$ cat config.mk
export PLATFORM = sky130hd
export DESIGN_NAME = t03_timer_alarm
export DESIGN_NICKNAME = d
export VERILOG_FILES = /design/src/rtl/t03_timer_alarm.sv
export SDC_FILE = /design/constraint.sdc
export NUM_CORES = 1
export LEC_CHECK = 0
export ABC_AREA = 1
export CAP_MARGIN = 10
export CORE_MARGIN = 2
export CORE_UTILIZATION = 60
export CTS_CLUSTER_SIZE = 20
export DETAILED_ROUTE_END_ITERATION = 7
export GPL_TIMING_DRIVEN = 1
export PLACE_DENSITY = 0.88
export SYNTH_ARGS = -nofsm -noshare
export SYNTH_HDL_FRONTEND = slang
export SYNTH_SLANG_ARGS = --single-unit
export TNS_END_PERCENT = 50
$ cat constraint.sdc
create_clock -name clk -period 11.3 [get_ports clk]
set_clock_uncertainty 0.15 [all_clocks]
set_input_delay 1.695 -clock clk [delete_from_list [all_inputs] [get_ports clk]]
set_output_delay 1.695 -clock clk [all_outputs]
set_load 0.05 [all_outputs]
$ cat src/rtl/t03_timer_alarm.sv
// Memory-mapped view of the hardware clock count with an alarm compare, optional
// periodic reload and a level interrupt, behind a req/ack word bus.
module t03_timer_alarm #(
  parameter logic [31:0] ALARM_RST  = 32'hFFFF_FFFF,
  parameter logic [31:0] PERIOD_RST = 32'd0
) (
  input  logic        clk,
  input  logic        rst,
  input  logic [31:0] i_counter_in,
  input  logic        i_bus_req,
  input  logic        i_bus_we,
  input  logic [1:0]  i_bus_addr,
  input  logic [31:0] i_bus_wdata,
  output logic [31:0] o_bus_rdata,
  output logic        o_bus_ack,
  output logic        o_irq
);

  typedef enum logic [1:0] {S_IDLE, S_RESP, S_DROP} state_t;

  state_t      r_state, w_state_nxt;
  logic [31:0] r_alarm, r_period, r_prev;
  logic        r_en, r_periodic, r_ie, r_pending, r_missed;

  logic [31:0] w_alarm_nxt, w_period_nxt, w_ctrl_nxt, w_rd_mux, w_rdata_nxt;
  logic        w_en_nxt, w_periodic_nxt, w_ie_nxt, w_pending_nxt, w_missed_nxt;
  logic        w_acc, w_wr, w_tick, w_hit, w_ack_nxt;
  logic        w_wr_alarm, w_wr_period, w_wr_ctrl;

  assign w_acc       = (r_state == S_IDLE) && i_bus_req;
  assign w_wr        = w_acc && i_bus_we;
  assign w_wr_alarm  = w_wr && (i_bus_addr == 2'd1);
  assign w_wr_period = w_wr && (i_bus_addr == 2'd2);
  assign w_wr_ctrl   = w_wr && (i_bus_addr == 2'd3);

  // Hit uses pre-write ALARM and en, so a same-cycle CPU write never masks it
  assign w_tick = (i_counter_in != r_prev);
  assign w_hit  = r_en && w_tick && (i_counter_in == r_alarm);

  always_comb begin
    w_alarm_nxt = r_alarm;
    if (w_wr_alarm)              w_alarm_nxt = i_bus_wdata;
    else if (w_hit && r_periodic) w_alarm_nxt = r_alarm + r_period;
  end

  assign w_period_nxt   = w_wr_period ? i_bus_wdata : r_period;
  assign w_en_nxt       = w_wr_ctrl ? i_bus_wdata[0] : r_en;
  assign w_periodic_nxt = w_wr_ctrl ? i_bus_wdata[1] : r_periodic;
  assign w_ie_nxt       = w_wr_ctrl ? i_bus_wdata[2] : r_ie;
  // W1C loses to a same-cycle hit; missed looks at pending before the clear
  assign w_pending_nxt  = w_hit || (r_pending && !(w_wr_ctrl && i_bus_wdata[8]));
  assign w_missed_nxt   = (w_hit && r_pending) || (r_missed && !(w_wr_ctrl && i_bus_wdata[9]));
  assign w_ctrl_nxt     = {22'd0, w_missed_nxt, w_pending_nxt, 5'd0,
                           w_ie_nxt, w_periodic_nxt, w_en_nxt};

  always_comb begin
    case (i_bus_addr)
      2'd0:    w_rd_mux = i_counter_in;
      2'd1:    w_rd_mux = w_alarm_nxt;
      2'd2:    w_rd_mux = w_period_nxt;
      default: w_rd_mux = w_ctrl_nxt;
    endcase
  end

  always_comb begin
    w_state_nxt = r_state;
    w_ack_nxt   = 1'b0;
    w_rdata_nxt = 32'd0;
    case (r_state)
      S_IDLE: if (i_bus_req) begin
        w_state_nxt = S_RESP;
        w_ack_nxt   = 1'b1;
        if (!i_bus_we) w_rdata_nxt = w_rd_mux;
      end
      S_RESP: w_state_nxt = S_DROP;
      S_DROP: if (!i_bus_req) w_state_nxt = S_IDLE;
      default: w_state_nxt = S_IDLE;
    endcase
  end

  always_ff @(posedge clk or posedge rst) begin
    if (rst) begin
      r_state     <= S_IDLE;
      o_bus_ack   <= 1'b0;
      o_bus_rdata <= 32'd0;
      r_alarm     <= ALARM_RST;
      r_period    <= PERIOD_RST;
      r_prev      <= 32'd0;
      r_en        <= 1'b0;
      r_periodic  <= 1'b0;
      r_ie        <= 1'b0;
      r_pending   <= 1'b0;
      r_missed    <= 1'b0;
    end else begin
      r_state     <= w_state_nxt;
      o_bus_ack   <= w_ack_nxt;
      o_bus_rdata <= w_rdata_nxt;
      r_alarm     <= w_alarm_nxt;
      r_period    <= w_period_nxt;
      r_prev      <= i_counter_in;
      r_en        <= w_en_nxt;
      r_periodic  <= w_periodic_nxt;
      r_ie        <= w_ie_nxt;
      r_pending   <= w_pending_nxt;
      r_missed    <= w_missed_nxt;
    end
  end

  assign o_irq = r_pending && r_ie;

endmodule

==> metrics.txt, run 1 <==
Starting Density=60.8%; cells after synthesis=1417; Crit path top cell by count=o21ai_0; CTS Hold Bufs=0; DIE WIDTH=130 µm; Final TNS setup=0 ns; Final Instance Area=11400 µm²; Largest stage delay, worst path=0.73 ns; port bufs=103; worst-path fanout max=39; HP Start=r_state[1]; io pins=104; hold depth=1; slew of the pin with the lowest slew margin=1.12 ns; Root Driver=clkbuf_16; Seq/Total Area, Yosys=35.9%; dpl cell area=10800 µm²; core footprint=15800 µm²; post-layout utilization of the core=72.4%; Reg2Reg Depth=13; global-route wire length before repair=47.3 mm; top cells by count, synth=529 x nand2_1, 223 x inv_1, 104 x dfrtp_1, 88 x nor2_1, 62 x nand3_1; cell area after synthesis=9580 µm²; min-delay worst type=flop to flop; # DRC=0; WS Path Type=input pin to flop; layout cell share with drive strength beyond 1=10.7%; Avg Inst Size Synth=6.76 µm²; via count=9495; # H-tree levels=4; Post-synth EDFFs=0; register bit total from synthesis=136; Overflow after GRT=0; DRT antenna net count=0; Max-Cap Viols=0; Chip Height=130 µm; warnings from Yosys=0; unrepaired setup endpoints after global routing=no; CP max-delay cell=nor2_4; FP Rows=46; die area=17000 µm²; TritonCTS Buffers=17; Cell Pwr Density=274 nW/µm²; Tcrit/Tclk final=41.7%; maximum vdd drop=0.144 mV; DPL Wire Length=21.9 mm; global router's overall resource usage=36.5%; initial antenna violation count=0; RR Startpoint=r_alarm[13]; most instantiated library cell after synthesis=nand2_1; vias in the first global route=9323; CTS tree=built; crit path cell chain=clkdlybuf4s50_1, inv_2, nor2_4, nand3_2, buf_12, o21ai_0, nand2_1, o21ai_0, inv_1, a21oi_1; Distinct cells, synth=40; worst path required time=11.48 ns; hold_ws=0.358 ns; final wirelength=29.9 mm; Via density=5.45; crit path capture type=flop; Worst setup startpoint=i_bus_addr[1]; min cycle time layout=4.71 ns; Rel. slew slack=25.1%; clk_lat worst skew=0.42 ns; DR iter-0 viols=787; outcome=completed; diodes inserted=0; leak pwr=5.99 nW; CTS clk-pin slew, worst paths=0.06 ns; fmax=212 MHz; asr flop ratio synth=100%; Startpoint Class=input pin; fin nets=1615; final total power=3.13 mW; top cell type's share of synthesized area=27.2%; clock buffer depth=2; Layout area overhead=19.2%; postcts setup bufs=0; WP data arrival=4.88 ns; top cells by area, synth=dfrtp_1 27%, nand2_1 21%, dfstp_2 8.8%, inv_1 8.7%, ha_1 4.0%; clk sink count=136; largest net degree at the start of global routing=91; final setup fails=0; routed wire length per instance=17.2 µm; post-CTS sizing=0; area leader, netlist=dfrtp_1; Post-synth top flop=dfrtp_1; RD Place Congestion=1.01; DRT Pass-1 Iters=8; Mapped Nets=1519; Final Hold Vio Count=0; max-slew violation count=0
-- power by group --
group	total, mW	internal, mW	switching, mW	leakage (nW)
Combinational	1.70	0.589	1.11	4.03
Clock	0.614	0.379	0.235	0.309
Sequential	0.817	0.666	0.151	1.66
Total	3.13	1.63	1.50	5.99
-- logic make-up (layout without fill, tap and decap cells) --
kind of cell / count (synthesis) / after routing / share of synthesized area (%)
AO/OA/AOI/OAI: 124 / 124 / 7.22
XOR/XNOR: 43 / 43 / 3.93
adder cells (fa/ha/maj): 32 / 32 / 4.26
buffers and inverters: 275 / 384 / 11.2
flip-flops: 136 / 136 / 35.9
multiplexers: 8 / 8 / 0.940
AND/OR/NAND/NOR: 799 / 799 / 36.5
-- sequential cells by signal, indices dropped and copies added, names as in the netlist --
name / cells
r_alarm: 32
r_state: 2
r_period: 32
r_en: 1
r_periodic: 1
r_pending: 1
r_prev: 32
r_ie: 1
o_bus_ack: 1
r_missed: 1
o_bus_rdata: 32
-- layout by cell type (no fill, tap or decap), types with 8 or more instances in the layout --
cell               n
nand3_2           24
a21oi_1           44
clkbuf_16         17
inv_1            222
a21oi_2           12
o21ai_1           11
ha_1              31
o21ai_0           47
mux2_2             8
xnor2_1           36
and2_1            19
nand3_1           61
nand4_1           22
inv_2             21
nand2_2           18
nor3_1            11
dfstp_2           32
nor2_1            87
clkdlybuf4s50_1  103
nand2_1          529
nand3b_1           9
dfrtp_1          104
-- worst paths after layout --
| path | to | slack, ns |
|---|---|---|
| min in group asynchronous | o_bus_rdata[28] | 1.64 |
| worst min register to register | r_state[0] | 0.36 |
| worst max-delay path | o_bus_rdata[19] | 6.59 |
| worst max register to register | o_bus_rdata[18] | 8.14 |
| max in group asynchronous | r_pending | 8.25 |
| worst min-delay path | r_state[0] | 0.36 |
-- layout make-up --
type                            count  area, µm²
Clock buffer                       19        443
Clock inverter                     13        194
Fill cell                        1289       4350
Inverter                          244        921
Multi-Input combinational cell   1006       5070
Sequential cell                   136       3440
Tap cell                          216        270
Timing Repair Buffer              108       1080
-- metrics by stage --
step	instances	worst slack, ns
finish	1742	6.59
global route	1742	6.39
CTS	1741	6.13
detailed placement	1709	5.76
global placement	1709	5.96
floorplan	1417	5.87
-- critical path, delay by kind of cell --
| family | cells | cell delay (ns) |
|---|---|---|
| AND/OR/NAND/NOR | 3 | 1.39 |
| buffers and inverters | 4 | 1.17 |
| AO/OA/AOI/OAI | 3 | 0.59 |
-- layer usage --
| layer | track usage (%) | part of all wire [%] | vias up |
|---|---|---|---|
| met2 | 62.5 | 48 | 484 |
| li1 | - | - | 4544 |
| met5 | 0 | 0 | - |
| met1 | 43.7 | 39 | 4356 |
| met4 | 18.9 | 5.2 | 0 |
| met3 | 7.78 | 7.6 | 111 |
No activity file was read; power rests on OpenSTA's default activity.
==> inputs of run 2 (changes only) <==
--- a/config.mk
+++ b/config.mk
@@ -8,11 +8,11 @@
 export ABC_AREA = 1
 export CAP_MARGIN = 10
 export CORE_MARGIN = 2
-export CORE_UTILIZATION = 60
+export CORE_UTILIZATION = 52
 export CTS_CLUSTER_SIZE = 20
 export DETAILED_ROUTE_END_ITERATION = 7
 export GPL_TIMING_DRIVEN = 1
-export PLACE_DENSITY = 0.88
+export PLACE_DENSITY = 0.81
 export SYNTH_ARGS = -nofsm -noshare
 export SYNTH_HDL_FRONTEND = slang
 export SYNTH_SLANG_ARGS = --single-unit
==> constraint.sdc (replaced) <==
create_clock -name clk -period 4.2 [get_ports clk]
set_clock_uncertainty 0.15 [all_clocks]
set_input_delay 0.63 -clock clk [delete_from_list [all_inputs] [get_ports clk]]
set_output_delay 0.63 -clock clk [all_outputs]
set_load 0.05 [all_outputs]
==> run 2 against run 1 <==
  * Via count fell by 0.21%
  * Die area rose by 15%
  * Total power rose to 2.7 times the previous value
  * Critical endpoint is now o_bus_rdata[28]
  * Largest cell class unchanged
==> metrics.txt, run 2 (same netlist as run 1, synthesis figures left out) <==
postcts setup bufs=0 (unchanged); clk sink count=136 (unchanged); final wirelength=30.0 mm (+0.32%); unrepaired setup endpoints after global routing=no; CTS tree=built; CTS Hold Bufs=0 (unchanged); # DRC=0 (unchanged); Startpoint Class=input pin; WP data arrival=3.32 ns (-1.56 ns); commonest non-fill, non-tap cells in the layout=529 x nand2_1, 222 x inv_1, 104 x dfrtp_1, 103 x clkdlybuf4s50_1, 87 x nor2_1; clock buffer depth=2 (unchanged); Starting Density=53.2% (-7.6 points); post-layout utilization of the core=63.9% (-8.6 points); DR iter-0 viols=852 (+8.3%); Largest stage delay, worst path=0.56 ns (-0.17 ns); Max-Cap Viols=0 (unchanged); Rel. slew slack=36.2% (+11 points); min-delay worst type=flop to flop; DIE WIDTH=140 µm (+7.2%); slew of the pin with the lowest slew margin=0.956 ns (-0.167 ns); Filler Cells Inserted=1635 (+27%); worst-path fanout max=18 (-54%); die area=19500 µm² (+15%); via count=9475 (-0.21%); CP Buf/Inv Count=3 (-1); Via density=5.38 (-1.3%); Final Hold Vio Count=0 (unchanged); core footprint=18000 µm² (+14%); min cycle time layout=3.12 ns; io pins=104 (unchanged); routed wire length per instance=17.0 µm (-0.81%); FP Rows=49 (+6.5%); Final TNS setup=0 ns (unchanged); port bufs=103 (unchanged); Chip Height=140 µm (+7.2%); # H-tree levels=4 (unchanged); initial antenna violation count=0 (unchanged); Crit path top cell by count=nand2_1; WS Path Type=input pin to flop; fin nets=1622 (+0.43%); global router's overall resource usage=31.4% (-5.1 points); commonest non-fill, non-tap cell in the layout=nand2_1; Root Driver=clkbuf_16; crit path capture type=flop; post-route insts no fill=1762 (+1.1%); clk_lat worst skew=0.43 ns (about the same); final setup fails=0 (unchanged); layout cell share with drive strength beyond 1=11.1% (+0.41 points); worst setup margin=1.08 ns (-5.51 ns); diodes inserted=0 (unchanged); DRT Pass-1 Iters=7 (-1); post-CTS sizing=0 (unchanged); Cell Pwr Density=736 nW/µm² (+170%); TritonCTS Buffers=17 (unchanged); CP max-delay cell=clkdlybuf4s50_1; Layout area overhead=20.2%; placed insts=1730 (+1.2%); CTS clk-pin slew, worst paths=0.06 ns (about the same); DP Worst Slack=0.756 ns (-5.00 ns); crit path cell chain=clkdlybuf4s50_1, inv_2, nand2_1, nand2_1, nor2_1, nand2_1, nor2_1, nand2_1, nor2_2, nand3_2, nor2_4, buf_4, nand2_2, nand3_2, nand3_2, a21oi_2; final total power=8.48 mW (+170%); fmax=320 MHz; largest net degree at the start of global routing=54 (-41%); worst path required time=4.40 ns (-7.08 ns); DPL Wire Length=22.7 mm (+3.6%); outcome=completed; RD Place Congestion=1.01 (-0.50%); Overflow after GRT=0 (unchanged); family with the most delay on the worst path=simple AND/OR/NAND/NOR gates; leak pwr=6.03 nW (+0.59%); Tcrit/Tclk final=74.3%; global-route wire length before repair=48.3 mm (+2.0%); vias in the first global route=9488 (+1.8%); DRT antenna net count=0 (unchanged); maximum vdd drop=0.449 mV (+210%); max-slew violation count=0 (unchanged)
## run 2: metal layers
metal | global-route usage, % | wire [µm] | vias up
li1 | - | - | 4563
met1 | 38.4 | 12200 | 4356
met2 | 52.1 | 14000 | 439
met3 | 6.74 | 2160 | 117
met4 | 16.9 | 1710 | 0
met5 | 0 | 0 | -
## run 2: final timing paths
check                      cells after the start              end  slack, ns              from
min                                            2         r_missed       0.33          r_missed
max reg2reg                                   15  o_bus_rdata[28]       1.28       r_alarm[28]
min reg2reg                                    2         r_missed       0.33          r_missed
max                                           16  o_bus_rdata[28]       1.08  i_counter_in[28]
min in group asynchronous                      2     r_period[28]       0.55               rst
max in group asynchronous                      3      r_alarm[11]       2.56               rst
## run 2: area by class of cell
class                   instances  area [µm²]  area share, %
well taps                     229         287           2.49
clock buffers                  19         443           3.85
flip-flops and latches        136        3440           29.9
clock inverters                13         193           1.67
repair buffers                115        1160           10.1
multi-input cells            1006        5070           44.0
inverters                     244         920           7.99
## run 2: worst register-to-register path: cells and delay by family (launching register included)
kind	cells	cell delay, ns
compound gates	1	0.13
buf+inv	2	0.30
flops	1	0.61
simple gates	12	1.67
## run 2: power by group
group | switching, mW | internal (mW)
combinational | 3.05 | 1.59
clock | 0.614 | 1.02
sequential | 0.409 | 1.79
## run 2: through the flow
step                      instance area (µm²)  hold slack, ns
after floorplan                          9590           0.290
after global placement                  10900           0.311
after detailed placement                10900           0.314
after CTS                               11500           0.327
after global routing                    11500           0.372
final                                   11500           0.335
==> inputs of run 3 (changes only) <==
--- a/config.mk
+++ b/config.mk
@@ -8,11 +8,11 @@
 export ABC_AREA = 1
 export CAP_MARGIN = 10
 export CORE_MARGIN = 2
-export CORE_UTILIZATION = 52
+export CORE_UTILIZATION = 58
 export CTS_CLUSTER_SIZE = 20
 export DETAILED_ROUTE_END_ITERATION = 7
 export GPL_TIMING_DRIVEN = 1
-export PLACE_DENSITY = 0.81
+export PLACE_DENSITY = 0.86
 export SYNTH_ARGS = -nofsm -noshare
 export SYNTH_HDL_FRONTEND = slang
 export SYNTH_SLANG_ARGS = --single-unit
==> constraint.sdc (replaced) <==
create_clock -name clk -period 3.1 [get_ports clk]
set_clock_uncertainty 0.15 [all_clocks]
set_input_delay 0.465 -clock clk [delete_from_list [all_inputs] [get_ports clk]]
set_output_delay 0.465 -clock clk [all_outputs]
set_load 0.05 [all_outputs]
==> run 3 against run 2 <==
  * Global-route usage grew 4.3 points
  * Cell area grew 0.92%
  * Cell count grew 0.11%
  * Worst hold slack lost 0.034 ns
  * Combinational power grew 38%
  * Count of clock-buffer cells in the layout grew 5
  * Critical path depth shrank 2
  * First-iteration DRC count grew 8.3%
  * Via count grew 2.9%
  * Die area shrank 10%
  * Sequential power grew 34%
  * Register-to-register slack lost 0.97 ns
  * Largest power group unchanged
==> metrics.txt, run 3 (same netlist as run 1, synthesis figures left out) <==
TritonCTS Buffers=17 (unchanged); Max-Cap Viols=0 (unchanged); min cycle time layout=2.79 ns; post-route insts no fill=1764 (+0.11%); Cell Pwr Density=981 nW/µm² (+33%); Starting Density=59.9% (+6.7 points); io pins=104 (unchanged); DR iter-0 viols=923 (+8.3%); clk_lat worst skew=0.43 ns (about the same); CTS clk-pin slew, worst paths=0.06 ns (about the same); core footprint=16000 µm² (-11%); fmax=359 MHz; DRT antenna net count=0 (unchanged); Via density=5.53 (+2.8%); outcome=completed; clk sink count=136 (unchanged); die area=17600 µm² (-10%); initial antenna violation count=1 (+1); global-route wire length before repair=49.0 mm (+1.5%); largest net degree at the start of global routing=65 (+20%); DPL Wire Length=22.5 mm (-0.99%); min-delay worst type=input pin to async pin; Tcrit/Tclk final=90.0%; Final Hold Vio Count=0 (unchanged); worst-path fanout max=4 (-14); hold_ws=0.300 ns (-0.0341 ns); leak pwr=6.09 nW (+1.1%); diodes inserted=0 (unchanged); unrepaired setup endpoints after global routing=no; maximum vdd drop=0.559 mV (+25%); slew of the pin with the lowest slew margin=0.979 ns (+0.0231 ns); DRT Pass-1 Iters=6 (-1); clock buffer depth=2 (unchanged); final wirelength=30.5 mm (+1.7%); routed wire length per instance=17.3 µm (+1.6%); post-CTS sizing=0 (unchanged); Rel. slew slack=34.7% (-1.5 points); Root Driver=clkbuf_16; Layout area overhead=21.3%; commonest non-fill, non-tap cell in the layout=nand2_1; crit path capture type=flop; via count=9754 (+2.9%); max-slew violation count=0 (unchanged); post-layout utilization of the core=72.6% (+8.7 points); WP data arrival=2.95 ns (-0.37 ns); Final TNS setup=0 ns (unchanged); RD Place Congestion=1.01 (+0.41%); final setup fails=0 (unchanged); final total power=11.4 mW (+34%); fin nets=1637 (+0.92%); worst path required time=3.26 ns (-1.14 ns); vias in the first global route=9582 (+0.99%); DIE WIDTH=133 µm (-5.2%); placed insts=1729 (-0.058%); CTS tree=built; # DRC=0 (unchanged); WS Path Type=flop to flop; layout cell share with drive strength beyond 1=11.7% (+0.60 points); port bufs=103 (unchanged); global router's overall resource usage=35.8% (+4.3 points); # H-tree levels=4 (unchanged); Overflow after GRT=0 (unchanged); commonest non-fill, non-tap cells in the layout=529 x nand2_1, 222 x inv_1, 104 x dfrtp_1, 103 x clkdlybuf4s50_1, 87 x nor2_1; Startpoint Class=flop; FP Rows=46 (-6.1%); Chip Height=133 µm (-5.2%)
run 3: changes by cell type in the layout (fill, tap and decap cells not counted), sizes merged:
cell,before,now
bufinv,4,2
clkbuf,19,24
inv,246,243
buf,12,27
run 3: final timing paths:
path | to | cells past startpoint | from | slack [ns]
setup / recovery | o_bus_rdata[20] | 14 | r_period[0] | 0.31
hold / removal | r_period[26] | 2 | rst | 0.30
setup reg to reg | o_bus_rdata[20] | 14 | r_period[0] | 0.31
hold reg to reg | r_missed | 2 | r_missed | 0.33
max in group asynchronous | r_alarm[29] | 3 | rst | 1.72
min in group clk | r_missed | 2 | r_missed | 0.33
run 3: layer usage:
metal | vias up | track usage, % | part of all wire, %
li1 | 4604 | - | -
met4 | 2 | 21.6 | 6.6
met3 | 138 | 7.09 | 8.8
met1 | 4452 | 43.7 | 38
met2 | 558 | 58.7 | 46
met5 | - | 0 | 0.049
run 3: area by class of cell:
cell class,count,area [µm²]
Tap cell,216,270
Fill cell,1306,4380
Inverter,244,920
Clock buffer,24,472
Multi-Input combinational cell,1006,5070
Timing Repair Buffer,130,1350
Sequential cell,136,3440
Clock inverter,8,98.8
run 3: worst max-delay path, stage by stage (launching register included):
cell      delay (ns)
dfrtp_1         0.40
ha_1            0.24
fa_1            0.51
nand3_1         0.11
nand3_1         0.15
nand3_1         0.11
nand3b_1        0.23
nand3_1         0.17
nand2_1         0.06
nand2_1         0.05
nand2_1         0.11
nand2_1         0.10
nand3_1         0.09
nand3_1         0.13
a21oi_1         0.07
run 3: through the flow:
stage / instance area (µm²) / setup slack, ns
after global placement: 11000 / -0.0112
after CTS: 11600 / 0.317
final: 11600 / 0.311
after global routing: 11600 / 0.189
after floorplan: 9590 / 0.818
after detailed placement: 11000 / -0.0735
run 3: where the power goes:
group / switching, mW / internal [mW] / total [mW]
clock: 0.781 / 1.22 / 2.00
sequential: 0.524 / 2.43 / 2.95
combinational: 4.25 / 2.19 / 6.44
total: 5.55 / 5.84 / 11.4
run 3: what timing repair did:
item	in CTS	in global routing
setup endpoints to repair	0	1
hold buffers	0	0
buffers inserted	0	3
